`src/rtl/seq_bin2bcd_pkg.sv`:
```
// rtl/seq_bin2bcd_pkg.sv - shared state encoding and BCD adjust constants for seq_bin2bcd
package seq_bin2bcd_pkg;

  localparam logic ST_IDLE  = 1'b0;
  localparam logic ST_SHIFT = 1'b1;

  typedef enum logic {
    IDLE  = ST_IDLE,
    SHIFT = ST_SHIFT
  } state_t;

  localparam int         BCD_DIGIT_W = 4;
  localparam logic [3:0] ADJ_THRESH  = 4'd5;
  localparam logic [3:0] ADJ_ADD     = 4'd3;

endpackage

```
`src/rtl/bcd_digit_adj.sv`:
```
// rtl/bcd_digit_adj.sv - one BCD digit's add-3-if-at-least-5 correction cell
import seq_bin2bcd_pkg::*;

module bcd_digit_adj (
  input  logic [3:0] d,
  output logic [3:0] q
);

  // Wraps in 4 bits; only the top digit can wrap and its carry is the overflow bit.
  assign q = (d >= ADJ_THRESH) ? d + ADJ_ADD : d;

endmodule

```
`src/rtl/seq_bin2bcd.sv`:
```
// rtl/seq_bin2bcd.sv - iterative double-dabble converter; SEQ_BIN2BCD_BLANK_EN adds leading-zero blank output
import seq_bin2bcd_pkg::*;

module seq_bin2bcd #(
  parameter int BIN_W  = 8,
  parameter int DIGITS = 3
) (
  input  logic                          clk,
  input  logic                          resetn,
  input  logic                          start,
  input  logic [BIN_W-1:0]              bin_in,
  output logic                          busy,
  output logic                          done,
  output logic [BCD_DIGIT_W*DIGITS-1:0] bcd_out,
`ifdef SEQ_BIN2BCD_BLANK_EN
  output logic [DIGITS-1:0]             blank,
`endif
  output logic                          overflow
);

  localparam int BCD_W = BCD_DIGIT_W * DIGITS;
  localparam int CNT_W = $clog2(BIN_W + 1);

  generate
    if (BIN_W < 1 || DIGITS < 1) begin : g_bad_params
      $error("seq_bin2bcd: BIN_W and DIGITS must both be >= 1");
    end
  endgenerate

  state_t             state, state_nxt;
  logic [CNT_W-1:0]   cnt;
  logic [BIN_W-1:0]   bin_sr;
  logic [BCD_W-1:0]   scratch;
  logic [BCD_W-1:0]   adj;
  logic [BCD_W-1:0]   shifted;
  logic               ovf_sc;
  logic               ovf_nxt;
  logic               last;

  for (genvar i = 0; i < DIGITS; i++) begin : g_adj
    bcd_digit_adj u_adj (
      .d (scratch[i*BCD_DIGIT_W +: BCD_DIGIT_W]),
      .q (adj[i*BCD_DIGIT_W +: BCD_DIGIT_W])
    );
  end

  // Top bit of the adjusted scratch is what falls off the left end on this shift.
  assign shifted = {adj[BCD_W-2:0], bin_sr[BIN_W-1]};
  assign ovf_nxt = ovf_sc | adj[BCD_W-1];
  assign last    = (cnt == CNT_W'(1));

  always_ff @(posedge clk or negedge resetn) begin
    if (!resetn) state <= IDLE;
    else         state <= state_nxt;
  end

  always_comb begin
    state_nxt = state;
    busy      = 1'b0;
    case (state)
      IDLE: begin
        if (start) state_nxt = SHIFT;
      end
      SHIFT: begin
        busy = 1'b1;
        if (last) state_nxt = IDLE;
      end
      default: state_nxt = IDLE;
    endcase
  end

`ifdef SEQ_BIN2BCD_BLANK_EN
  logic [DIGITS-1:0] blank_nxt;
  logic              hz;

  always_comb begin
    blank_nxt = '0;
    hz        = 1'b1;
    for (int i = DIGITS - 1; i >= 1; i--) begin
      hz           = hz & (shifted[i*BCD_DIGIT_W +: BCD_DIGIT_W] == 4'd0);
      blank_nxt[i] = hz;
    end
  end

  always_ff @(posedge clk or negedge resetn) begin
    if (!resetn)                      blank <= '0;
    else if (state == SHIFT && last)  blank <= blank_nxt;
  end
`endif

  always_ff @(posedge clk or negedge resetn) begin
    if (!resetn) begin
      cnt      <= '0;
      bin_sr   <= '0;
      scratch  <= '0;
      ovf_sc   <= 1'b0;
      bcd_out  <= '0;
      overflow <= 1'b0;
      done     <= 1'b0;
    end else begin
      done <= 1'b0;
      case (state)
        IDLE: begin
          if (start) begin
            bin_sr  <= bin_in;
            scratch <= '0;
            ovf_sc  <= 1'b0;
            cnt     <= CNT_W'(BIN_W);
          end
        end
        SHIFT: begin
          scratch <= shifted;
          bin_sr  <= bin_sr << 1;
          ovf_sc  <= ovf_nxt;
          cnt     <= cnt - CNT_W'(1);
          if (last) begin
            bcd_out  <= shifted;
            overflow <= ovf_nxt;
            done     <= 1'b1;
          end
        end
        default: ;
      endcase
    end
  end

endmodule

```
`config.mk`:
```
export PLATFORM = sky130hd
export DESIGN_NAME = seq_bin2bcd
export DESIGN_NICKNAME = d
export VERILOG_FILES = /design/src/rtl/seq_bin2bcd_pkg.sv /design/src/rtl/bcd_digit_adj.sv /design/src/rtl/seq_bin2bcd.sv
export SDC_FILE = /design/constraint.sdc
export NUM_CORES = 1
export LEC_CHECK = 0
export CAP_MARGIN = 15
export CORE_MARGIN = 2
export CORE_UTILIZATION = 54
export DETAILED_ROUTE_END_ITERATION = 8
export PLACE_DENSITY = 0.8
export SLEW_MARGIN = 20
export SYNTH_ARGS = -nofsm -noshare
export SYNTH_HDL_FRONTEND = slang
export SYNTH_SLANG_ARGS = --single-unit
```
`constraint.sdc`:
```
create_clock -name clk -period 1.9 [get_ports clk]
set_input_delay 0.285 -clock clk [delete_from_list [all_inputs] [get_ports clk]]
set_output_delay 0.285 -clock clk [all_outputs]
set_load 0.01 [all_outputs]
```
-- Word level (Yosys, flattened, before mapping)
Index checks and enable logic that the tools add are counted.
- $add $sub $neg: 4
- multipliers: 0
- div/mod/pow operators: 0
- order comparisons: 3
- eq/ne operators: 2
- shifts and indexed selects: 0
- multiplexer cells: 17
- bitwise gates (word level): 2
- reduce and logical (&&, ||, !) cells: 1
- operators by type and width (cell ; count):
    $pmux W12 S2 ; 1
    $mux W4 ; 4
    $pmux W8 S2 ; 1
    $add A4 B2 Y4 const B ; 3
    $ge A4 B3 Y1 const B ; 3
    $mux W12 ; 1
    $mux W8 ; 1
    $pmux W4 S2 ; 1
    $mux W1 ; 6
    $eq A4 B1 Y1 const B ; 1
    $pmux W1 S2 ; 2
    $sub A4 B1 Y4 const B ; 1
    $ne A2 B2 Y1 const B ; 1
    $reduce_and A2 Y1 ; 1
    $not A1 Y1 ; 1
    $or A1 B1 Y1 ; 1
- bits in registers: 40
- latch bits: 0
- RAM bits: 0
- memory bits (read-only): 0
- bits of input ports: 11
- word-level logic and storage cells: 37
- memories: 0

-- Longest topological paths before layout
- depth in word-level cells: 4
- depth in mapped cells: 7
- mapped depth without buffers: 6

-- Cells and area by module
Synthesis repeated with hierarchy kept, for this count alone.
- cell total of the unflattened synthesis: 165
- area total of the unflattened synthesis: 1938.1 um2
- modules (own cells, without submodules) (module ; instances ; cells each ; area each (um2) ; sequential area each (um2)):
    seq_bin2bcd ; 1 ; 117 ; 1634.1 ; 1001.0
    bcd_digit_adj ; 3 ; 16 ; 101.3 ; 0.0

-- Worst setup path after synthesis
OpenSTA, ideal clock, no wires.
- path kind: register to register
- start point: register state
- end point: register bcd_out[5]
- arrival time: 1584 ps
- setup slack: 191 ps
- stages on the path, launching flop included: 6
- path buffers: 1
- period minus slack after synthesis: 1709 ps
- cell sequence: dfrtp_1 inv_2 or4b_1 buf_2 clkinv_4 mux2_2
- cells in the longest elaborated chain, start to end: 1
- RTL lines (element ; RTL line ; source):
    start: declaration ; seq_bin2bcd.sv:30 ; state_t state, state_nxt;
    start signal: assignment ; seq_bin2bcd.sv:54 ; else state <= state_nxt;
    $reduce_and A2 Y1 (no source line) ; n/a ;
    end signal: assignment ; seq_bin2bcd.sv:117 ; bcd_out <= shifted;
    end: declaration ; seq_bin2bcd.sv:14 ; output logic [BCD_DIGIT_W*DIGITS-1:0] bcd_out,
Every way passes these cells.
A chain may end at the register's enable or synchronous reset.

-- Final worst setup path
- start point: register state
- end point: output busy
- cells in the longest elaborated chain, start to end: 1
- RTL lines (element ; RTL line ; source):
    $mux W1 ; seq_bin2bcd.sv:60 ; case (state)
    end: declaration ; seq_bin2bcd.sv:12 ; output logic busy,
Every way passes these cells.

==> out/qor_table.md <==
| Result | Value |
|:---|:---|
| Post-synthesis net count | 203 |
| Top-level I/O count | 26 |
| Hold violation count in the final report | 0 |
| Setup repair after global routing missed its margin | false |
| Final worst hold slack | 0.491 ns |
| Reg-to-reg setup timing slack | 0.20 ns |
| Count of final max-slew check failures | 0 |
| Arr. time, crit path | 1.51 ns |
| Critical Path Sink Type | output port |
| Final core occ | 69.2% |
| Initial core utilization | 56.2% |
| Leak | 1.06 nW |
| Final HPWL from detailed placement | 2470 µm |
| Flops & latches, synth | 40 |
| Area delta synth->final | 23.1% |
| Share of flip-flops with an asynchronous set or reset after synthesis | 100% |
| Clock latency reported for the late side of the worst-skew pair | 0.35 ns |
| Total number of clock tree sinks | 40 |
| Transition time of the tightest slew-check pin | 0.485 ns |
| Required time reported for the critical path endpoint | 1.62 ns |
| Pin count of the biggest net entering global routing | 41 |
| Worst relative slew slack | 67.7% |
| Clock transition at path regs | 0.11 ns |
| Startpoint Class | flop |
| Fraction of synthesized cell area taken by the top area cell type | 53.3% |
| Run status | complete, no violations |
| Gate count after technology mapping | 184 |
| Launching instance or port of the critical path | state$_DFF_PN0_ |
| Remaining design rule violation count | 0 |
| Clock period minus worst slack | 1.80 ns |
| Cell with the most instances after synthesis | sky130_fd_sc_hd__dfrtp_1 |
| CTS Root Cell | sky130_fd_sc_hd__clkbuf_4 |
| IR drop worst, VDD | 1.01 mV |
| Top cells by count, synth | sky130_fd_sc_hd__dfrtp_1 (40), sky130_fd_sc_hd__nand2_1 (30), sky130_fd_sc_hd__o21ai_0 (15), sky130_fd_sc_hd__a21oi_1 (10), sky130_fd_sc_hd__mux2i_1 (10) |
| First-pass GRT wire length | 6130 µm |
| Aggregate global routing overflow | 0 |
| Via density per instance | 5.31 |
| Post-layout nets | 235 |
| Antenna cells | 0 |
| Placement row count | 21 |
| Synth area leaders | sky130_fd_sc_hd__dfrtp_1 (53%), sky130_fd_sc_hd__nand2_1 (6.0%), sky130_fd_sc_hd__ha_1 (5.3%) |
| Number of flops mapped to enable cells by yosys | 0 |
| Number of input and output port buffers inserted | 25 |
| Vias after detailed routing | 1397 |
| Setup-failing EPs final | 0 |
| Maximum operating frequency | 557 MHz |
| Htree depth | 2 |
| Placer Congestion | 0.775 |
| Crit Path Class | flop to output port |
| Total routing resource utilization after global routing | 20.3% |
| CTS Buffer Depth | 2 |
| Worst min-delay path category | flop to flop |
| Worst Hold End | bcd_out[0]$_DFFE_PN0P_ |
| Endpoint of the worst register-to-register path | bcd_out[6]$_DFFE_PN0P_ |
| Number of iterations in the first detailed-routing pass | 4 |
| Die footprint | 3960 µm² |
| Placeable core region | 3340 µm² |
| Max Cap Violations | 0 |
| Final sum of negative setup slack | 0 ns |
| Average wire per cell in the routed design | 13.3 µm |
| Die boundary height | 63.0 µm |
| Cell depth of the worst flop-to-flop path | 5 |
| CTS tree | built |
| Setup clock skew after layout | 0.00987 ns |
| Iteration-0 DRC Markers | 52 |
| Ratio of final minimum period to clock period | 94.5% |
| Yosys top cell by area | sky130_fd_sc_hd__dfrtp_1 |
| Reg-to-reg critical path startpoint | state$_DFF_PN0_ |
| Fraction of layout instances using a drive strength above 1 | 9.68% |
| Hold depth | 2 |
| PwrDens | 1690 nW/µm² |
| Number of warnings reported in the yosys synthesis log | 0 |
| Sequential fraction of the synthesis area | 53.3% |
| Vias in the first global route | 1390 |
| Antenna violation net count after detailed routing | 0 |
| Total standard cell area after synthesis | 1880 µm² |
| Top_reg_cell synth | sky130_fd_sc_hd__dfrtp_1 |
| Number of buffers created by CTS | 5 |
| Post-synth cell types | 29 |
| Worst setup slack before clock tree synthesis | 0.215 ns |
| Total detailed-routing wirelength | 3500 µm |
| Number of antenna violations at the first check in global routing | 0 |
| Setup ws final | 0.104 ns |
| Min-delay src | bcd_out[0]$_DFFE_PN0P_ |
| Critical path peak fanout | 32 |
| Total power of the final layout | 3.90 mW |
| Chip width | 63.0 µm |
| Post-synthesis area per instance | 10.2 µm² |
==> flip-flops by register name (all words and copies together), names as in the netlist <==
signal	cells
done	1
overflow	1
scratch	12
bin_sr	8
bcd_out	12
cnt	4
state	1
ovf_sc	1
==> metal layers <==
| metal | routed length, µm | track usage [%] |
|---|---|---|
| met4 | 78 | 7.22 |
| met5 | 0 | 0 |
| met3 | 123 | 6.49 |
| met1 | 1450 | 23.4 |
| met2 | 1850 | 35.4 |
==> cells by family (layout without fill, tap and decap cells) <==
group | Yosys count | count (layout) | share of synthesized area [%]
simple gates | 53 | 53 | 13.3
compound gates | 46 | 46 | 13.7
fa+ha+maj | 8 | 8 | 5.33
buf+inv | 19 | 52 | 4.60
mux | 15 | 15 | 8.33
flops | 40 | 40 | 53.3
xor+xnor | 3 | 3 | 1.40
==> cell type report <==
| cell class | count | area (µm²) |
|---|---|---|
| Clock buffer | 7 | 65.1 |
| Clock inverter | 1 | 30.0 |
| Multi-Input combinational cell | 125 | 790 |
| Timing Repair Buffer | 33 | 320 |
| Sequential cell | 40 | 1000 |
| Tap cell | 46 | 57.6 |
| Fill cell | 260 | 1030 |
| Inverter | 11 | 46.3 |
==> how the worst max path moves through the flow <==
| stage | to | slack, ns | cells past startpoint |
|---|---|---|---|
| final | busy | 0.10 | 2 |
| after global routing | busy | 0.02 | 2 |
| after CTS | busy | 0.05 | 2 |
| after detailed placement | bcd_out[6]$_DFFE_PN0P_ | 0.21 | 5 |
| after global placement | bcd_out[6]$_DFFE_PN0P_ | 0.27 | 5 |
| after floorplan | bcd_out[5]$_DFFE_PN0P_ | 0.19 | 5 |
==> timing repair <==
action	in CTS	in global routing
resized for setup	1	2
hold buffers	1	0
hold endpoints to repair	40	0
endpoints found under the setup margin	1	1
setup buffers	0	1
==> stage by stage <==
stage | instances | area, µm²
4_1_cts | 262 | 2290
5_1_grt | 263 | 2310
3_5_place_dp | 253 | 2180
3_3_place_gp | 253 | 2180
2_1_floorplan | 184 | 1880
6_report | 263 | 2310
==> critical path: stages (launching register included) <==
cell and delay, ns:
sky130_fd_sc_hd__dfrtp_1 0.42, sky130_fd_sc_hd__buf_12 0.19, sky130_fd_sc_hd__clkdlybuf4s50_1 0.55
==> cell usage in the layout (no fill, tap or decap), drive strengths merged <==
master,n
clkbuf,7
o22a,1
a21oi,10
a21o,4
a211oi,1
bufinv,1
nand2,30
xnor2,3
nor3b,7
nor3,3
a31oi,1
o31ai,1
mux2,5
o22ai,6
clkdlybuf4s50,24
or4b,1
buf,8
inv,10
dfrtp,40
or3,1
ha,8
nor2,6
o21ai,22
clkinv,1
mux2i,10
nand3,1
nand2b,4
dlygate4sd3,1
==> where the power goes <==
| group | internal (mW) | switching, mW | leakage, nW |
|---|---|---|---|
| registers | 1.23 | 0.273 | 0.502 |
| logic | 0.901 | 0.880 | 0.506 |
| clock network | 0.349 | 0.274 | 0.0515 |
| total | 2.48 | 1.43 | 1.06 |
Note: power is estimated with default switching activity, not from simulation.
==> RTL change (same settings) <==
Register the output `overflow` once more, without a reset; this adds one clock of latency there. The other outputs are not delayed to match.
--- a/src/rtl/seq_bin2bcd.sv
+++ b/src/rtl/seq_bin2bcd.sv
@@ -20,6 +20,8 @@
 
   localparam int BCD_W = BCD_DIGIT_W * DIGITS;
   localparam int CNT_W = $clog2(BIN_W + 1);
+
+  logic overflow_s0;
 
   generate
     if (BIN_W < 1 || DIGITS < 1) begin : g_bad_params
@@ -95,7 +97,7 @@
       scratch  <= '0;
       ovf_sc   <= 1'b0;
       bcd_out  <= '0;
-      overflow <= 1'b0;
+      overflow_s0 <= 1'b0;
       done     <= 1'b0;
     end else begin
       done <= 1'b0;
@@ -115,7 +117,7 @@
           cnt     <= cnt - CNT_W'(1);
           if (last) begin
             bcd_out  <= shifted;
-            overflow <= ovf_nxt;
+            overflow_s0 <= ovf_nxt;
             done     <= 1'b1;
           end
         end
@@ -124,5 +126,9 @@
     end
   end
 
+  always_ff @(posedge clk) begin
+    overflow <= overflow_s0;
+  end
+
 endmodule
 
Function: same outputs for any inputs over 10 cycles, from zero or initial values and one cycle with resetn low; that may be too few to reach the edited logic, so the function may still have changed.
==> RTL change against the original RTL <==
Clock skew up 0.0081 ns; synthesized area up 1.1%; final area down 0.22%; total power down 2.2%; non-clock buffer count down 1; worst setup slack worse by 0.026 ns; wire length up 10%; sequential cell count up 1; largest cell class unchanged; highest routed layer unchanged.
==> RTL change: results (changes against the original RTL) <==
| Metric | Value |
|---|---|
| Worst reg2reg path startpoint | `scratch[8]$_DFFE_PN0P_ (was state$_DFF_PN0_)` |
| Register-to-Register Setup Slack | `0.17 ns (was 0.20 ns)` |
| Met3 Use GR | `4.82% (was 6.49%)` |
| Worst VDD drop | `0.000904 V (was 0.00101 V)` |
| Hold_sp | `overflow_s0$_DFFE_PN0P_ (was bcd_out[0]$_DFFE_PN0P_)` |
| Placed cells | `254 (was 253)` |
| Final antenna diode count | `0 (unchanged)` |
| Hold path cells | `0 (was 2)` |
| Hold EP | `overflow$_DFF_P_ (was bcd_out[0]$_DFFE_PN0P_)` |
| Final Skew | `0.0179 ns (was 0.00987 ns)` |
| Hold Crit Class | `flip-flop to flip-flop (unchanged)` |
| Largest regs | `bcd_out x12, scratch x12, bin_sr x8 (unchanged)` |
| Routability congestion estimate from global placement | `0.789 (was 0.775)` |
| Worst Path Arrival | `1.54 ns (was 1.51 ns)` |
| Clk slew on worst S/H paths | `0.13 ns (was 0.11 ns)` |
| Ratio of cells with drive above 1 in the final layout | `9.22% (was 9.68%)` |
| Synth Area in XOR/XNOR | `1.39% (was 1.40%)` |
| Largest cells by area after synthesis | `dfrtp_1 (53%), nand2_1 (5.9%), ha_1 (5.3%) (was dfrtp_1 (53%), nand2_1 (6.0%), ha_1 (5.3%))` |
| FFs w/ async S/R, synth | `97.6% (was 100%)` |
| Status | `completed (unchanged)` |
| IO buf count | `25 (unchanged)` |
| Hpwl dp | `2740 µm (was 2470 µm)` |
| Commonest cells in the netlist | `dfrtp_1 (40), nand2_1 (30), o21ai_0 (15), a21oi_1 (10), mux2i_1 (10) (unchanged)` |
| Number of global-route vias before repair | `1523 (was 1390)` |
| Mapped Cells | `185 (was 184)` |
| Post-synth cell types | `30 (was 29)` |
| Mapped Nets | `204 (was 203)` |
| CP max-delay cell | `clkdlybuf4s50_1 (unchanged)` |
| Max-slew headroom | `65.4% (was 67.7%)` |
| LEAKAGE | `1.06 nW (about the same)` |
| Initial DRC count | `106 (was 52)` |
| Delay-heaviest family, CP | `buffers and inverters (unchanged)` |
| Met2 Track Usage GR | `39.1% (was 35.4%)` |
| Synth Area in Compound Gates | `13.6% (was 13.7%)` |
| Register area share after synthesis | `53.8% (was 53.3%)` |
| Initial DRT Pass Iterations | `5 (was 4)` |
| GRT Total Usage | `22.4% (was 20.3%)` |
| Grt met1 use | `25.9% (was 23.4%)` |
| Worst reg2reg path depth | `6 (was 5)` |
| Via count | `1432 (was 1397)` |
| DR WL/cell | `14.7 µm (was 13.3 µm)` |
| FF-to-FF End | `scratch[10]$_DFFE_PN0P_ (was bcd_out[6]$_DFFE_PN0P_)` |
| Via/cell ratio | `5.44 (was 5.31)` |
| Num CTS Buffers | `5 (unchanged)` |
| Fraction of synthesized area in multiplexers | `8.25% (was 8.33%)` |
| Post-Synth Adder-Cell Area | `5.28% (was 5.33%)` |
| Largest net degree at the start of global routing | `33 (was 41)` |
| First-pass GRT wire length | `6870 µm (was 6130 µm)` |
RTL change: cell types whose count changed after synthesis:
cell and delta:
dfxtp_1 +1
RTL change: timing repair:
action,CTS,global route
hold buffers,1,0
endpoints found under the hold margin,19,0
endpoints found under the setup margin,1,1
resized for setup,1,2
RTL change: report_power, final:
part / internal, W / switching [W]
clock network: 0.000181 / 0.000291
registers: 0.00126 / 0.000280
logic: 0.000896 / 0.000912
RTL change: layout make-up:
class	count	area, µm²
fillers	266	1060
flip-flops and latches	41	1020
multi-input cells	125	790
repair buffers	32	325
well taps	46	57.6
clock buffers	6	51.3
inverters	11	46.3
clock inverters	2	13.8
RTL change: per-layer routing:
metal	wire length (µm)	vias up	share of wire (%)
met3	103	8	2.7
li1	-	696	-
met1	1590	702	41
met2	2100	26	54
met4	70	0	1.8
met5	0	-	0
RTL change: how the worst max path moves through the flow:
stage / start / to / depth (start not counted)
finish: state$_DFF_PN0_ / busy / 2
global route: state$_DFF_PN0_ / busy / 2
CTS: state$_DFF_PN0_ / busy / 2
detailed placement: cnt[1]$_DFFE_PN0P_ / bcd_out[2]$_DFFE_PN0P_ / 5
global placement: cnt[1]$_DFFE_PN0P_ / bcd_out[6]$_DFFE_PN0P_ / 5
floorplan: state$_DFF_PN0_ / bcd_out[5]$_DFFE_PN0P_ / 5
RTL change: stage by stage:
stage               utilization, %  instance area (µm²)  setup slack, ns  hold slack (ns)  power [W]
global route                  68.5                 2300           0.0105            0.427    0.00413
finish                        68.5                 2300           0.0788            0.408    0.00382
detailed placement            65.9                 2220            0.217            0.285    0.00333
CTS                           68.3                 2300           0.0249            0.408    0.00381
global placement              65.9                 2220            0.272            0.271    0.00320
floorplan                        -                 1900            0.191          -0.0106    0.00267
